`src/rtl/atm.sv`:
```
// ATM transaction controller: 16-account PIN/balance table, login with lockout,
// and balance, deposit, withdraw and PIN-change sessions driven by a front panel.
module atm (
    input  logic        clk,
    input  logic        rst_n,
    input  logic [2:0]  operation,
    input  logic [3:0]  acc_num,
    input  logic [15:0] pin,
    input  logic [15:0] Newpin,
    input  logic [15:0] amount,
    input  logic        language,
    output logic [15:0] balance,
    output logic [2:0]  current_state
);

    typedef enum logic [2:0] {
        IDLE       = 3'd0,
        AUTH       = 3'd1,
        MENU       = 3'd2,
        BALANCE    = 3'd3,
        DEPOSIT    = 3'd4,
        WITHDRAW   = 3'd5,
        CHANGE_PIN = 3'd6,
        ERROR      = 3'd7
    } state_t;

    localparam logic [2:0] OP_NONE       = 3'd0;
    localparam logic [2:0] OP_BALANCE    = 3'd1;
    localparam logic [2:0] OP_DEPOSIT    = 3'd2;
    localparam logic [2:0] OP_WITHDRAW   = 3'd3;
    localparam logic [2:0] OP_CHANGE_PIN = 3'd4;
    localparam logic [2:0] OP_LOGOUT     = 3'd5;

    state_t      state;
    logic [15:0] pin_table [16];
    logic [15:0] bal_table [16];
    logic [1:0]  fail_cnt  [16];
    logic [15:0] locked;
    logic [3:0]  acc_q;
    logic [15:0] pin_q;
    logic        session_lang;
    logic        session_open;
    logic        armed;

    logic [15:0] cur_bal;
    logic [16:0] dep_sum;
    logic        unused_ok;

    assign cur_bal       = bal_table[acc_q];
    assign dep_sum       = {1'b0, cur_bal} + {1'b0, amount};
    assign current_state = state;
    // The session language only selects display text in the front panel.
    assign unused_ok     = session_lang;

    // NOTE: every register here uses non-blocking assignments so all updates
    // land together on the clock edge regardless of statement order.
    always_ff @(posedge clk or negedge rst_n) begin
        if (!rst_n) begin
            state        <= IDLE;
            balance      <= 16'd0;
            acc_q        <= 4'd0;
            pin_q        <= 16'd0;
            session_lang <= 1'b0;
            session_open <= 1'b0;
            armed        <= 1'b0;
            locked       <= 16'd0;
            // NOTE: the account table is reset on purpose: each account must come
            // back with its factory PIN and balance, so it is built from flops, not RAM.
            for (int i = 0; i < 16; i++) begin
                pin_table[i] <= 16'(1000 + i);
                bal_table[i] <= 16'd1000;
                fail_cnt[i]  <= 2'd0;
            end
        end else begin
            case (state)
                IDLE: begin
                    if (operation != OP_NONE) begin
                        acc_q        <= acc_num;
                        pin_q        <= pin;
                        session_lang <= language;
                        state        <= AUTH;
                    end
                end
                AUTH: begin
                    if (locked[acc_q]) begin
                        state <= ERROR;
                    end else if (pin_q == pin_table[acc_q]) begin
                        fail_cnt[acc_q] <= 2'd0;
                        session_open    <= 1'b1;
                        armed           <= 1'b0;
                        balance         <= cur_bal;
                        state           <= MENU;
                    end else begin
                        if (fail_cnt[acc_q] != 2'd3)
                            fail_cnt[acc_q] <= fail_cnt[acc_q] + 2'd1;
                        if (fail_cnt[acc_q] == 2'd2)
                            locked[acc_q] <= 1'b1;
                        state <= ERROR;
                    end
                end
                MENU: begin
                    // A held request must drop to NONE before the next dispatch.
                    if (!armed) begin
                        if (operation == OP_NONE)
                            armed <= 1'b1;
                    end else begin
                        case (operation)
                            OP_BALANCE:    begin armed <= 1'b0; state <= BALANCE;    end
                            OP_DEPOSIT:    begin armed <= 1'b0; state <= DEPOSIT;    end
                            OP_WITHDRAW:   begin armed <= 1'b0; state <= WITHDRAW;   end
                            OP_CHANGE_PIN: begin armed <= 1'b0; state <= CHANGE_PIN; end
                            OP_LOGOUT: begin
                                armed        <= 1'b0;
                                session_open <= 1'b0;
                                balance      <= 16'd0;
                                state        <= IDLE;
                            end
                            default: ;
                        endcase
                    end
                end
                BALANCE: begin
                    balance <= cur_bal;
                    state   <= MENU;
                end
                DEPOSIT: begin
                    if (dep_sum[16]) begin
                        balance <= cur_bal;
                        state   <= ERROR;
                    end else begin
                        bal_table[acc_q] <= dep_sum[15:0];
                        balance          <= dep_sum[15:0];
                        state            <= MENU;
                    end
                end
                WITHDRAW: begin
                    if (amount > cur_bal) begin
                        balance <= cur_bal;
                        state   <= ERROR;
                    end else begin
                        bal_table[acc_q] <= cur_bal - amount;
                        balance          <= cur_bal - amount;
                        state            <= MENU;
                    end
                end
                CHANGE_PIN: begin
                    pin_table[acc_q] <= Newpin;
                    balance          <= cur_bal;
                    state            <= MENU;
                end
                ERROR: begin
                    if (session_open) begin
                        armed   <= 1'b0;
                        balance <= cur_bal;
                        state   <= MENU;
                    end else begin
                        balance <= 16'd0;
                        state   <= IDLE;
                    end
                end
                default: state <= IDLE;
            endcase
        end
    end

endmodule

```
`config.mk`:
```
export PLATFORM = sky130hd
export DESIGN_NAME = atm
export DESIGN_NICKNAME = d
export VERILOG_FILES = /design/src/rtl/atm.sv
export SDC_FILE = /design/constraint.sdc
export NUM_CORES = 1
export LEC_CHECK = 0
export ABC_AREA = 1
export CORE_ASPECT_RATIO = 1.4
export CORE_MARGIN = 1.5
export CORE_UTILIZATION = 60
export CTS_CLUSTER_DIAMETER = 150
export DETAILED_ROUTE_END_ITERATION = 8
export GPL_ROUTABILITY_DRIVEN = 1
export PLACE_DENSITY_LB_ADDON = 0.25
export SYNTH_ARGS = -nofsm -noshare
export SYNTH_HDL_FRONTEND = slang
export SYNTH_SLANG_ARGS = --single-unit
```
`constraint.sdc`:
```
create_clock -name clk -period 4.8 [get_ports clk]
set_input_delay 0.48 -clock clk [delete_from_list [all_inputs] [get_ports clk]]
set_output_delay 0.48 -clock clk [all_outputs]
set_load 0.03 [all_outputs]
```
* Word-level counts from Yosys, hierarchy flattened
Index checks and enable logic that the tools add are counted.
** Storage, ports and cells
- Bits in read-only memories :: 0
- Flip-flop bits (word level) :: 601
- Bits in writable memories :: 0
- Logic and storage cells :: 168
- Bits in latches :: 0
- Output and inout port bits :: 19
- Memories kept :: 0
** Operators by class
- Divide/modulo/power cells :: 0
- Add/sub/neg operators :: 3
- Bitwise logic cells :: 6
- Multiply operators :: 0
- Equality and inequality tests :: 24
- Multiplexer cells :: 55
- Shift-type cells :: 0
- Reduce and logical (&&, ||, !) cells :: 20
- Order comparisons :: 5
** Operators with widths (count)
- 256-bit bitwise mux :: 3
- 256-bit two-way mux :: 2
- 256-bit case mux with 2 select lines :: 1
- 16-bit two-way mux :: 12
- 16-bit binary-select mux with 4-bit select :: 2
- 16-bit case mux with 6 select lines :: 1
- 16-bit demux with 4-bit select :: 1
- 32-bit two-way mux :: 2
- 32-bit AND :: 1
- 32-bit bitwise mux :: 1
- 32-bit inverter :: 1
- 3-bit case mux with 7 select lines :: 1
- 3-bit == test (second input constant) :: 6
- 3-bit two-way mux :: 6
- 2-bit != test (second input constant) :: 9
- 16-bit by 16-bit adder with 17-bit output :: 1
- 16-bit == test :: 1
- 16-bit greater-than comparator :: 1
- 16-bit OR :: 1
- 16-bit subtractor :: 1
- 3-bit case mux with 5 select lines :: 1
- 3-bit by 2-bit == test with 1-bit output (second input constant) :: 4
- 1-bit two-way mux :: 12
- 5-bit AND reduction :: 2
- other kinds (27) :: 40

* Logic depth before layout (Yosys ltp)
Gate-level depths: netlist of the first run.
- Depth after elaboration :: 8
- Depth in mapped cells :: 32
- Mapped depth without buffers :: 23

* Worst setup path after synthesis of the first run
Ideal clock, no wire load.
- Kind :: flip-flop to flip-flop
- Start point :: register acc_q[1]
- End point :: register bal_table[203] (netlist name)
- Stages on the path, launching flop included :: 27
- Arrival time :: 4.005 ns
- Path slack :: 0.661 ns
- Required time :: 4.667 ns
- Library setup time :: 0.133 ns
- Path through :: dfrtp_1 -> buf_4 -> nand2_1 -> inv_2 -> buf_4 -> clkbuf_1 -> clkbuf_1 -> a22oi_1 -> nand2_1 -> nand2_1 -> nand4_1 -> inv_1 -> ha_1 -> fa_1 -> o21ai_1 -> nand2_1 -> nand2_1 -> nand3_1 -> nand2_2 -> nand2_4 -> nand2_1 -> inv_2 -> nor2_2 -> clkinv_1 -> clkbuf_1 -> nand2_1 -> o21ai_0
** Between the ends
- Cells in the longest elaborated chain, start to end :: 8
** Ends and longest elaborated chain
- from (decl) :: line 39 : logic [3:0] acc_q;
- from (signal assigned) :: line 78 : acc_q <= acc_num;
- 4-bit inverter with 5-bit output (implied by the code) * :: line 49, 131, 141
- 16-bit binary-select mux with 4-bit select (tied with other cells) :: line 49 : assign cur_bal = bal_table[acc_q];
- 16-bit two-way mux (implied by the code) / 1-bit logical AND (equally long branches) :: line 49, 131, 141
- 16-bit two-way mux, on equally long branches :: line 49, 131, 141
- 16-bit subtractor (tied with other cells) :: line 141 : bal_table[acc_q] <= cur_bal - amount;
- 256-bit bitwise mux, on equally long branches :: line 141, 131
- 256-bit two-way mux, on equally long branches :: line 137, 127
- 256-bit case mux with 2 select lines :: line 75 : case (state)
- to (signal, indexed assignment) :: line 131 : bal_table[acc_q] <= dep_sum[15:0];
- to (signal, indexed assignment) :: line 141
- to (decl) :: line 36 : logic [15:0] bal_table [16];
Every way passes the cells marked *; elsewhere a longest branch is shown, timed or not. The select of a mux whose other input is x is not followed.
A chain may end at the register's enable or synchronous reset.

* Final worst setup path of the first run
- Start point :: register acc_q[1]
- End point :: register bal_table[189] (netlist name)
The elaborated chain is that of the path after synthesis.

==> metrics.txt, run 1 <==
# TYPE chip_impl_metric gauge
chip_impl_metric{name="gr-usage-all-layers",unit=""} 0.3414
chip_impl_metric{name="max_cap_violations",unit=""} 0
chip_impl_info{name="cts-root-buf",value="sky130_fd_sc_hd__clkbuf_16"} 1
chip_impl_metric{name="setup_total_negative_slack",unit="ns"} 0
chip_impl_metric{name="clock_latency",unit="ns"} 0.63
chip_impl_metric{name="postSynthCellCount",unit=""} 3730
chip_impl_info{name="library_cell_occupying_the_most_area_in_the_post_synthesis_netlist",value="sky130_fd_sc_hd__dfrtp_1"} 1
chip_impl_metric{name="power_per_cell_area",unit="nW/um2"} 759.0
chip_impl_info{name="crit_start",value="acc_q[1]$_DFFE_PN0P_"} 1
chip_impl_metric{name="areaGrowthSynthToFinish",unit="%"} 12.25
chip_impl_metric{name="route.layer.met1.wl",unit="um"} 31590
chip_impl_metric{name="dp_hpwl",unit="um"} 53890
chip_impl_metric{name="final-hold-violation-count",unit=""} 0
chip_impl_info{name="cp_startpoint_kind",value="flop"} 1
chip_impl_metric{name="worst_ep_arrival_time",unit="ns"} 4.95
chip_impl_metric{name="grt_first_pass_wirelength",unit="um"} 134600
chip_impl_info{name="rsz0062_at_grt",value="false"} 1
chip_impl_metric{name="post-layout-total-power",unit="W"} 0.02528
chip_impl_info{name="hold_path_class",value="in -> async"} 1
chip_impl_metric{name="core_area",unit="um2"} 48890
chip_impl_metric{name="drt_iter0_drc",unit=""} 2087
chip_impl_metric{name="postRouteWirelength",unit="um"} 84950
chip_impl_metric{name="timing.final.crit_share",unit=""} 0.9301
chip_impl_metric{name="hold_slack",unit="ns"} 0.4039
chip_impl_info{name="status",value="complete, no violations"} 1
chip_impl_metric{name="path_clk_slew",unit="ns"} 0.07
chip_impl_metric{name="max_clock_freq",unit="GHz"} 0.2240
chip_impl_info{name="critical_r2r_capture",value="bal_table[189]$_DFFE_PN0P_"} 1
chip_impl_info{name="top_layer_used",value="met4"} 1
chip_impl_metric{name="detailroute.wirelength.met3",unit="um"} 5579
chip_impl_info{name="criticalPathCategory",value="reg -> reg"} 1
chip_impl_metric{name="synth_top_area_share",unit=""} 0.3246
chip_impl_metric{name="cts.sink_count",unit=""} 601
chip_impl_metric{name="ant_nets",unit=""} 0
chip_impl_metric{name="h-tree-depth",unit=""} 2
chip_impl_metric{name="setup.reg_to_reg.worst_slack",unit="ns"} 0.34
chip_impl_metric{name="max_slew.worst_pin.slew",unit="ns"} 1.024
chip_impl_metric{name="avgViaCountPerCell",unit=""} 5.745
chip_impl_metric{name="critPathRequiredTime",unit="ns"} 5.28
chip_impl_metric{name="port_buffers",unit=""} 75
chip_impl_metric{name="cts-root-to-sink-buffers",unit=""} 3
chip_impl_info{name="critical_path.reg2reg.startpoint",value="acc_q[1]$_DFFE_PN0P_"} 1
chip_impl_metric{name="finalWorstPathRequiredPeriod",unit="ns"} 4.465
chip_impl_metric{name="grt_antenna_before_repair",unit=""} 1
chip_impl_metric{name="placement_rows",unit=""} 96
chip_impl_metric{name="skew",unit="ns"} 0.02475
chip_impl_metric{name="syn_area",unit="um2"} 29680
chip_impl_metric{name="i_o_pin_count",unit=""} 77
chip_impl_info{name="capturing_element_of_the_worst_setup_path",value="bal_table[189]$_DFFE_PN0P_"} 1
chip_impl_metric{name="initial_core_util",unit=""} 0.6071
chip_impl_metric{name="maximum_number_of_pins_on_one_net_before_global_route_repair",unit=""} 134
chip_impl_metric{name="worst_ir_drop_vdd",unit="V"} 0.0007171
chip_impl_metric{name="drive_above_1_share",unit=""} 0.1300
chip_impl_metric{name="gpl.final_weighted_congestion",unit=""} 0.9616
chip_impl_metric{name="maxSlewHeadroom",unit=""} 0.3118
chip_impl_info{name="synthTopCellsByArea",value="sky130_fd_sc_hd__dfrtp_1 32%, sky130_fd_sc_hd__dfstp_2 19%, sky130_fd_sc_hd__nand2_1 18%"} 1
chip_impl_metric{name="synth_enable_flop_cells",unit=""} 0
chip_impl_metric{name="first_global_vias",unit=""} 24946
chip_impl_metric{name="yosysUniqueCellTypes",unit=""} 50
chip_impl_metric{name="crit_fanout",unit=""} 29
chip_impl_metric{name="postSynth.asyncResetShare",unit=""} 1.000
chip_impl_metric{name="r2r_cells",unit=""} 24
chip_impl_metric{name="post_syn_nets",unit=""} 3828
chip_impl_info{name="synthFlopType",value="sky130_fd_sc_hd__dfrtp_1"} 1
chip_impl_metric{name="gr-total-overflow",unit=""} 0
chip_impl_metric{name="post_synth.cell_area_avg",unit="um2"} 7.957
chip_impl_metric{name="drt_pass1_iterations",unit=""} 5
chip_impl_metric{name="die_area",unit="um2"} 50830
chip_impl_metric{name="chipWidth",unit="um"} 191.0
chip_impl_metric{name="post-route-drc-count",unit=""} 0
chip_impl_info{name="tritoncts",value="done"} 1
chip_impl_metric{name="die_height",unit="um"} 266.2
chip_impl_metric{name="synth.yosys.seq_area_share",unit=""} 0.5159
chip_impl_metric{name="finalSetupViolCount",unit=""} 0
chip_impl_metric{name="routed_wire_length_per_instance",unit="um"} 19.11
chip_impl_metric{name="cts_buffers",unit=""} 58
chip_impl_info{name="timing.critical_path.to_type",value="flop"} 1
chip_impl_metric{name="nets",unit=""} 3856
chip_impl_metric{name="fillers",unit=""} 4066
chip_impl_metric{name="power.leakage",unit="nW"} 16.57
chip_impl_metric{name="total_via_count_in_the_routed_design",unit=""} 25544
chip_impl_metric{name="synth.ff_latch_count",unit=""} 601
chip_impl_metric{name="met2_length",unit="um"} 41690
chip_impl_metric{name="final-max-slew-violation-count",unit=""} 0
chip_impl_metric{name="synth-warning-count",unit=""} 0
-- logic make-up (layout without fill, tap and decap cells) --
kind of cell	after synthesis	in the layout	share of synthesized area
mux	5	5	0.001897
compound gates	870	870	0.1629
buf+inv	510	588	0.07159
xor+xnor	26	26	0.007673
other cells	0	1	0
fa+ha+maj	40	40	0.01737
flops	601	601	0.5159
simple gates	1678	1678	0.2227
-- routing by layer --
layer / GRT usage / vias up
met3: 0.04096 / 290
met5: 0 / -
met1: 0.4090 / 12137
li1: - / 12094
met2: 0.5725 / 1023
met4: 0.2354 / 0
-- synthesized netlist by cell type, types with 2 or more instances --
library cell	number
sky130_fd_sc_hd__buf_6	11
sky130_fd_sc_hd__o21bai_1	11
sky130_fd_sc_hd__nor2_2	10
sky130_fd_sc_hd__nand4_1	19
sky130_fd_sc_hd__nand3_2	5
sky130_fd_sc_hd__fa_1	2
sky130_fd_sc_hd__a31oi_1	4
sky130_fd_sc_hd__clkinv_1	5
sky130_fd_sc_hd__xor2_1	24
sky130_fd_sc_hd__dfrtp_1	385
sky130_fd_sc_hd__a22oi_1	87
sky130_fd_sc_hd__buf_1	13
sky130_fd_sc_hd__mux2_2	5
sky130_fd_sc_hd__inv_2	13
sky130_fd_sc_hd__dfstp_2	216
sky130_fd_sc_hd__o21ai_0	557
sky130_fd_sc_hd__o221ai_1	30
sky130_fd_sc_hd__ha_1	38
sky130_fd_sc_hd__nand2_1	1427
sky130_fd_sc_hd__nor2_1	111
sky130_fd_sc_hd__nor2_4	5
sky130_fd_sc_hd__clkbuf_2	2
sky130_fd_sc_hd__inv_1	275
sky130_fd_sc_hd__o21ai_2	9
sky130_fd_sc_hd__buf_4	13
sky130_fd_sc_hd__o211ai_1	2
sky130_fd_sc_hd__nand3b_1	2
sky130_fd_sc_hd__a21oi_1	73
sky130_fd_sc_hd__o21ai_1	53
sky130_fd_sc_hd__o21a_1	7
sky130_fd_sc_hd__o22ai_1	28
sky130_fd_sc_hd__nand3_1	71
sky130_fd_sc_hd__xnor2_1	2
sky130_fd_sc_hd__o31ai_1	2
sky130_fd_sc_hd__nand2_2	5
sky130_fd_sc_hd__buf_2	60
sky130_fd_sc_hd__clkbuf_1	117
sky130_fd_sc_hd__nor3_1	17
sky130_fd_sc_hd__a31o_2	3
-- worst min path at each step --
stage                     depth (start not counted)  slack (ns)                  start                    endpoint
after floorplan                                   0        0.18                  rst_n        acc_q[0]$_DFFE_PN0P_
after global placement                            2        0.44  locked[3]$_DFFE_PN0P_       locked[3]$_DFFE_PN0P_
after detailed placement                          2        0.45  locked[1]$_DFFE_PN0P_       locked[1]$_DFFE_PN0P_
after CTS                                         3        0.40              Newpin[6]  pin_table[246]$_DFFE_PN1P_
after global routing                              3        0.44              Newpin[6]  pin_table[246]$_DFFE_PN1P_
final                                             2        0.40                  rst_n   bal_table[84]$_DFFE_PN0P_
-- where the power goes --
group / total, W / internal [W] / switching (W)
sequential: 0.00813 / 0.00723 / 0.000899
combinational: 0.0123 / 0.00378 / 0.00854
clock: 0.00483 / 0.00280 / 0.00203
total: 0.0253 / 0.0138 / 0.0115
-- timing repair --
item | in CTS | in global routing
hold endpoints to repair | 47 | 0
hold buffers | 1 | 0
resized for setup | 0 | 10
buffers inserted | 0 | 3
setup endpoints to repair | 0 | 106
-- worst max-delay path: stages (launching register included) --
cell	delay [ns]
sky130_fd_sc_hd__dfrtp_2	0.47
sky130_fd_sc_hd__inv_2	0.10
sky130_fd_sc_hd__nor2_4	0.05
sky130_fd_sc_hd__inv_2	0.31
sky130_fd_sc_hd__buf_4	0.27
sky130_fd_sc_hd__o221ai_1	0.13
sky130_fd_sc_hd__nand2_1	0.08
sky130_fd_sc_hd__nand4_1	0.37
sky130_fd_sc_hd__ha_1	0.52
sky130_fd_sc_hd__nor2_1	0.16
sky130_fd_sc_hd__inv_1	0.07
sky130_fd_sc_hd__nor3_1	0.20
sky130_fd_sc_hd__inv_1	0.07
sky130_fd_sc_hd__nor2_1	0.09
sky130_fd_sc_hd__nor2_1	0.05
sky130_fd_sc_hd__nand2_1	0.14
sky130_fd_sc_hd__inv_1	0.07
sky130_fd_sc_hd__nand2_2	0.06
sky130_fd_sc_hd__nand2_1	0.08
sky130_fd_sc_hd__inv_4	0.21
sky130_fd_sc_hd__nor2_1	0.07
sky130_fd_sc_hd__buf_4	0.16
sky130_fd_sc_hd__inv_1	0.05
sky130_fd_sc_hd__buf_4	0.34
sky130_fd_sc_hd__o21ai_0	0.16
-- placed cells by master (no fill, tap or decap), types with 7 or more instances in the layout --
master / instances
sky130_fd_sc_hd__nor2_4: 9
sky130_fd_sc_hd__clkdlybuf4s50_1: 74
sky130_fd_sc_hd__inv_2: 11
sky130_fd_sc_hd__o221ai_1: 30
sky130_fd_sc_hd__nor3_1: 17
sky130_fd_sc_hd__clkbuf_8: 13
sky130_fd_sc_hd__clkbuf_1: 10
sky130_fd_sc_hd__xor2_1: 24
sky130_fd_sc_hd__o21a_1: 7
sky130_fd_sc_hd__buf_12: 15
sky130_fd_sc_hd__nand2_1: 1427
sky130_fd_sc_hd__ha_1: 36
sky130_fd_sc_hd__clkinv_2: 16
sky130_fd_sc_hd__a21oi_1: 73
sky130_fd_sc_hd__nand4_1: 19
sky130_fd_sc_hd__o21ai_2: 10
sky130_fd_sc_hd__o22ai_1: 28
sky130_fd_sc_hd__nor2_1: 108
sky130_fd_sc_hd__nor2_2: 9
sky130_fd_sc_hd__clkbuf_16: 61
sky130_fd_sc_hd__dfrtp_1: 383
sky130_fd_sc_hd__inv_1: 272
sky130_fd_sc_hd__buf_4: 93
sky130_fd_sc_hd__o21ai_1: 53
sky130_fd_sc_hd__dfstp_2: 216
sky130_fd_sc_hd__nand3_1: 71
sky130_fd_sc_hd__a22oi_1: 87
sky130_fd_sc_hd__o21bai_1: 11
sky130_fd_sc_hd__o21ai_0: 556
-- cell type report --
class / count / area, um2 / share of cell area
Sequential cell: 601 / 15310 / 0.4597
Multi-Input combinational cell: 2619 / 12290 / 0.3689
Timing Repair Buffer: 184 / 1764 / 0.05296
Clock buffer: 84 / 1743 / 0.05232
Inverter: 294 / 1120 / 0.03361
Tap cell: 637 / 797.0 / 0.02392
Clock inverter: 26 / 284.0 / 0.008525
Antenna cell: 1 / 2.502 / 0.00007511
-- through the flow --
stage | area [um2] | std cells | utilization | setup slack (ns)
floorplan | 29680 | 3730 | - | 0.6612
global placement | 31210 | 4331 | 0.6385 | 0.2402
detailed placement | 31210 | 4331 | 0.6385 | 0.1769
CTS | 33250 | 4442 | 0.6802 | 0.08879
global route | 33310 | 4446 | 0.6815 | 0.005003
finish | 33310 | 4446 | 0.6815 | 0.3353
-- sequential cells by signal, summed over array words and instances (netlist names) --
name           cells
pin_q             16
bal_table        256
acc_q              4
pin_table        256
locked            16
armed              1
fail_cnt          32
current_state      3
balance           16
session_open       1
Note: power is estimated with default switching activity, not from simulation.
==> run 2, diff against run 1 <==
Settings changed: SKIP_CTS_REPAIR_TIMING set to 1.
==> run 2 against run 1 <==
  * Critical path depth did not move
  * Critical path type unchanged
  * Cell area is the same
  * Largest cell class unchanged
  * Clock power about the same
==> metrics.txt, run 2 (synthesis results as in run 1) <==
# TYPE chip_impl_metric gauge
chip_impl_metric{name="cts.sink_count",unit=""} 601
chip_impl_info{name="status",value="complete, no violations"} 1
chip_impl_info{name="critPathTopFamily",value="simple AND/OR/NAND/NOR gates"} 1
chip_impl_metric{name="total_via_count_in_the_routed_design",unit=""} 25532
chip_impl_metric{name="final-max-slew-violation-count",unit=""} 0
chip_impl_metric{name="clock_latency",unit="ns"} 0.63
chip_impl_metric{name="maximum_number_of_pins_on_one_net_before_global_route_repair",unit=""} 134
chip_impl_metric{name="crit_fanout",unit=""} 34
chip_impl_info{name="timing.critical_path.to_type",value="flop"} 1
chip_impl_metric{name="die_height",unit="um"} 266.2
chip_impl_metric{name="area_of_combinational_cells_with_multiple_inputs",unit="um2"} 12290
chip_impl_metric{name="setup_total_negative_slack",unit="ns"} 0
chip_impl_metric{name="drt_pass1_iterations",unit=""} 6
chip_impl_info{name="rsz0062_at_grt",value="false"} 1
chip_impl_metric{name="ant_nets",unit=""} 0
chip_impl_metric{name="hold_slack",unit="ns"} 0.4014
chip_impl_metric{name="avgViaCountPerCell",unit=""} 5.743
chip_impl_metric{name="timing.final.crit_share",unit=""} 0.9262
chip_impl_metric{name="dp_hpwl",unit="um"} 53890
chip_impl_metric{name="grt_first_pass_wirelength",unit="um"} 134600
chip_impl_metric{name="gr-total-overflow",unit=""} 0
chip_impl_metric{name="post-layout-total-power",unit="W"} 0.02532
chip_impl_info{name="critical_r2r_capture",value="bal_table[196]$_DFFE_PN0P_"} 1
chip_impl_metric{name="drt_iter0_drc",unit=""} 2082
chip_impl_metric{name="port_buffers",unit=""} 75
chip_impl_metric{name="worst_ir_drop_vdd",unit="V"} 0.0007212
chip_impl_metric{name="path_clk_slew",unit="ns"} 0.07
chip_impl_metric{name="post-route-drc-count",unit=""} 0
chip_impl_metric{name="cts-root-to-sink-buffers",unit=""} 3
chip_impl_metric{name="placement_rows",unit=""} 96
chip_impl_info{name="crit_start",value="acc_q[0]$_DFFE_PN0P_"} 1
chip_impl_metric{name="max_clock_freq",unit="GHz"} 0.2249
chip_impl_metric{name="regArea",unit="um2"} 15310
chip_impl_info{name="cp_startpoint_kind",value="flop"} 1
chip_impl_info{name="mostFrequentLayoutCells",value="1427 x sky130_fd_sc_hd__nand2_1, 556 x sky130_fd_sc_hd__o21ai_0, 383 x sky130_fd_sc_hd__dfrtp_1, 272 x sky130_fd_sc_hd__inv_1, 216 x sky130_fd_sc_hd__dfstp_2"} 1
chip_impl_metric{name="areaGrowthSynthToFinish",unit="%"} 12.25
chip_impl_metric{name="initial_core_util",unit=""} 0.6071
chip_impl_info{name="cts-root-buf",value="sky130_fd_sc_hd__clkbuf_16"} 1
chip_impl_metric{name="cpPeakStageDelay",unit="ns"} 0.54
chip_impl_metric{name="max_cap_violations",unit=""} 0
chip_impl_metric{name="fillers",unit=""} 4066
chip_impl_metric{name="worst_ep_arrival_time",unit="ns"} 4.92
chip_impl_metric{name="cts_buffers",unit=""} 58
chip_impl_metric{name="first_global_vias",unit=""} 24946
chip_impl_metric{name="final-hold-violation-count",unit=""} 0
chip_impl_info{name="cpMaxStageDelayCell",value="sky130_fd_sc_hd__dfrtp_4"} 1
chip_impl_metric{name="finalWorstPathRequiredPeriod",unit="ns"} 4.446
chip_impl_info{name="cp_cell_sequence",value="nand2_1 > inv_2 > buf_12 > a22oi_1 > nand2_1 > nand2_1 > nand4_1 > ha_1 > fa_1 > nand3_1 > nand2_1 > nand3_1 > nand3_1 > nand3_1 > nand2_1 > inv_1 > nand2_2 > nand2_1 > inv_4 > nor2_2 > clkinv_1 > buf_4 > nand2_1 > o21ai_0"} 1
chip_impl_metric{name="postRouteWirelength",unit="um"} 85030
chip_impl_metric{name="skew",unit="ns"} 0.02302
chip_impl_metric{name="nets",unit=""} 3856
chip_impl_metric{name="gpl.final_weighted_congestion",unit=""} 0.9616
chip_impl_info{name="critical_path.reg2reg.startpoint",value="acc_q[0]$_DFFE_PN0P_"} 1
chip_impl_metric{name="max_slew.worst_pin.slew",unit="ns"} 0.9784
chip_impl_metric{name="finalSetupViolCount",unit=""} 0
chip_impl_metric{name="r2r_cells",unit=""} 24
chip_impl_metric{name="worst-path-buf-inv",unit=""} 6
chip_impl_info{name="hold_path_class",value="in -> async"} 1
chip_impl_metric{name="gr-usage-all-layers",unit=""} 0.3414
chip_impl_info{name="final_common_cell",value="sky130_fd_sc_hd__nand2_1"} 1
chip_impl_metric{name="routed_wire_length_per_instance",unit="um"} 19.13
chip_impl_metric{name="core_area",unit="um2"} 48890
chip_impl_info{name="top_registers",value="bal_table (256), pin_table (256), fail_cnt (32)"} 1
chip_impl_metric{name="critPathRequiredTime",unit="ns"} 5.27
chip_impl_metric{name="setup.reg_to_reg.worst_slack",unit="ns"} 0.35
chip_impl_metric{name="h-tree-depth",unit=""} 2
chip_impl_info{name="timing.critical_path.mode_cell",value="sky130_fd_sc_hd__nand2_1"} 1
chip_impl_info{name="criticalPathCategory",value="reg -> reg"} 1
chip_impl_metric{name="drive_above_1_share",unit=""} 0.1300
chip_impl_metric{name="chipWidth",unit="um"} 191.0
chip_impl_metric{name="i_o_pin_count",unit=""} 77
chip_impl_metric{name="power.leakage",unit="nW"} 16.57
chip_impl_info{name="capturing_element_of_the_worst_setup_path",value="bal_table[196]$_DFFE_PN0P_"} 1
chip_impl_metric{name="critical_path_cell_count",unit=""} 24
chip_impl_metric{name="grt_antenna_before_repair",unit=""} 1
chip_impl_info{name="tritoncts",value="done"} 1
chip_impl_metric{name="maxSlewHeadroom",unit=""} 0.3421
chip_impl_metric{name="die_area",unit="um2"} 50830
chip_impl_metric{name="power_per_cell_area",unit="nW/um2"} 760.0
[run 2: worst min path at each step]
stage / depth (start not counted) / slack, ns / endpoint / start
2_1_floorplan: 0 / 0.18 / acc_q[0]$_DFFE_PN0P_ / rst_n
3_3_place_gp: 2 / 0.44 / locked[3]$_DFFE_PN0P_ / locked[3]$_DFFE_PN0P_
3_5_place_dp: 2 / 0.45 / locked[1]$_DFFE_PN0P_ / locked[1]$_DFFE_PN0P_
4_1_cts: 1 / -0.17 / bal_table[100]$_DFFE_PN0P_ / rst_n
5_1_grt: 3 / 0.44 / pin_table[246]$_DFFE_PN1P_ / Newpin[6]
6_report: 2 / 0.40 / bal_table[84]$_DFFE_PN0P_ / rst_n
[run 2: power breakdown]
part	internal [W]	switching, W
clock	0.00280	0.00204
sequential	0.00723	0.000901
combinational	0.00378	0.00857
[run 2: per-stage QoR]
stage,setup slack [ns],cells,utilization,cell area [um2]
after floorplan,0.6612,3730,-,29680
after global placement,0.2402,4331,0.6385,31210
after detailed placement,0.1769,4331,0.6385,31210
after CTS,0.08879,4441,0.6800,33240
after global routing,0.005003,4446,0.6815,33310
final,0.3541,4446,0.6815,33310
[run 2: layout make-up]
cell class / instances / share of cell area
Tap cell: 637 / 0.02392
Multi-Input combinational cell: 2619 / 0.3689
Sequential cell: 601 / 0.4597
Antenna cell: 1 / 0.00007511
Clock buffer: 84 / 0.05232
Timing Repair Buffer: 184 / 0.05296
Clock inverter: 26 / 0.008525
Inverter: 294 / 0.03361
[run 2: layer usage]
| layer | global-route usage | share of wire |
|---|---|---|
| met5 | 0 | 0 |
| met4 | 0.2354 | 0.073 |
| met3 | 0.04096 | 0.061 |
| met2 | 0.5725 | 0.49 |
| met1 | 0.4090 | 0.38 |
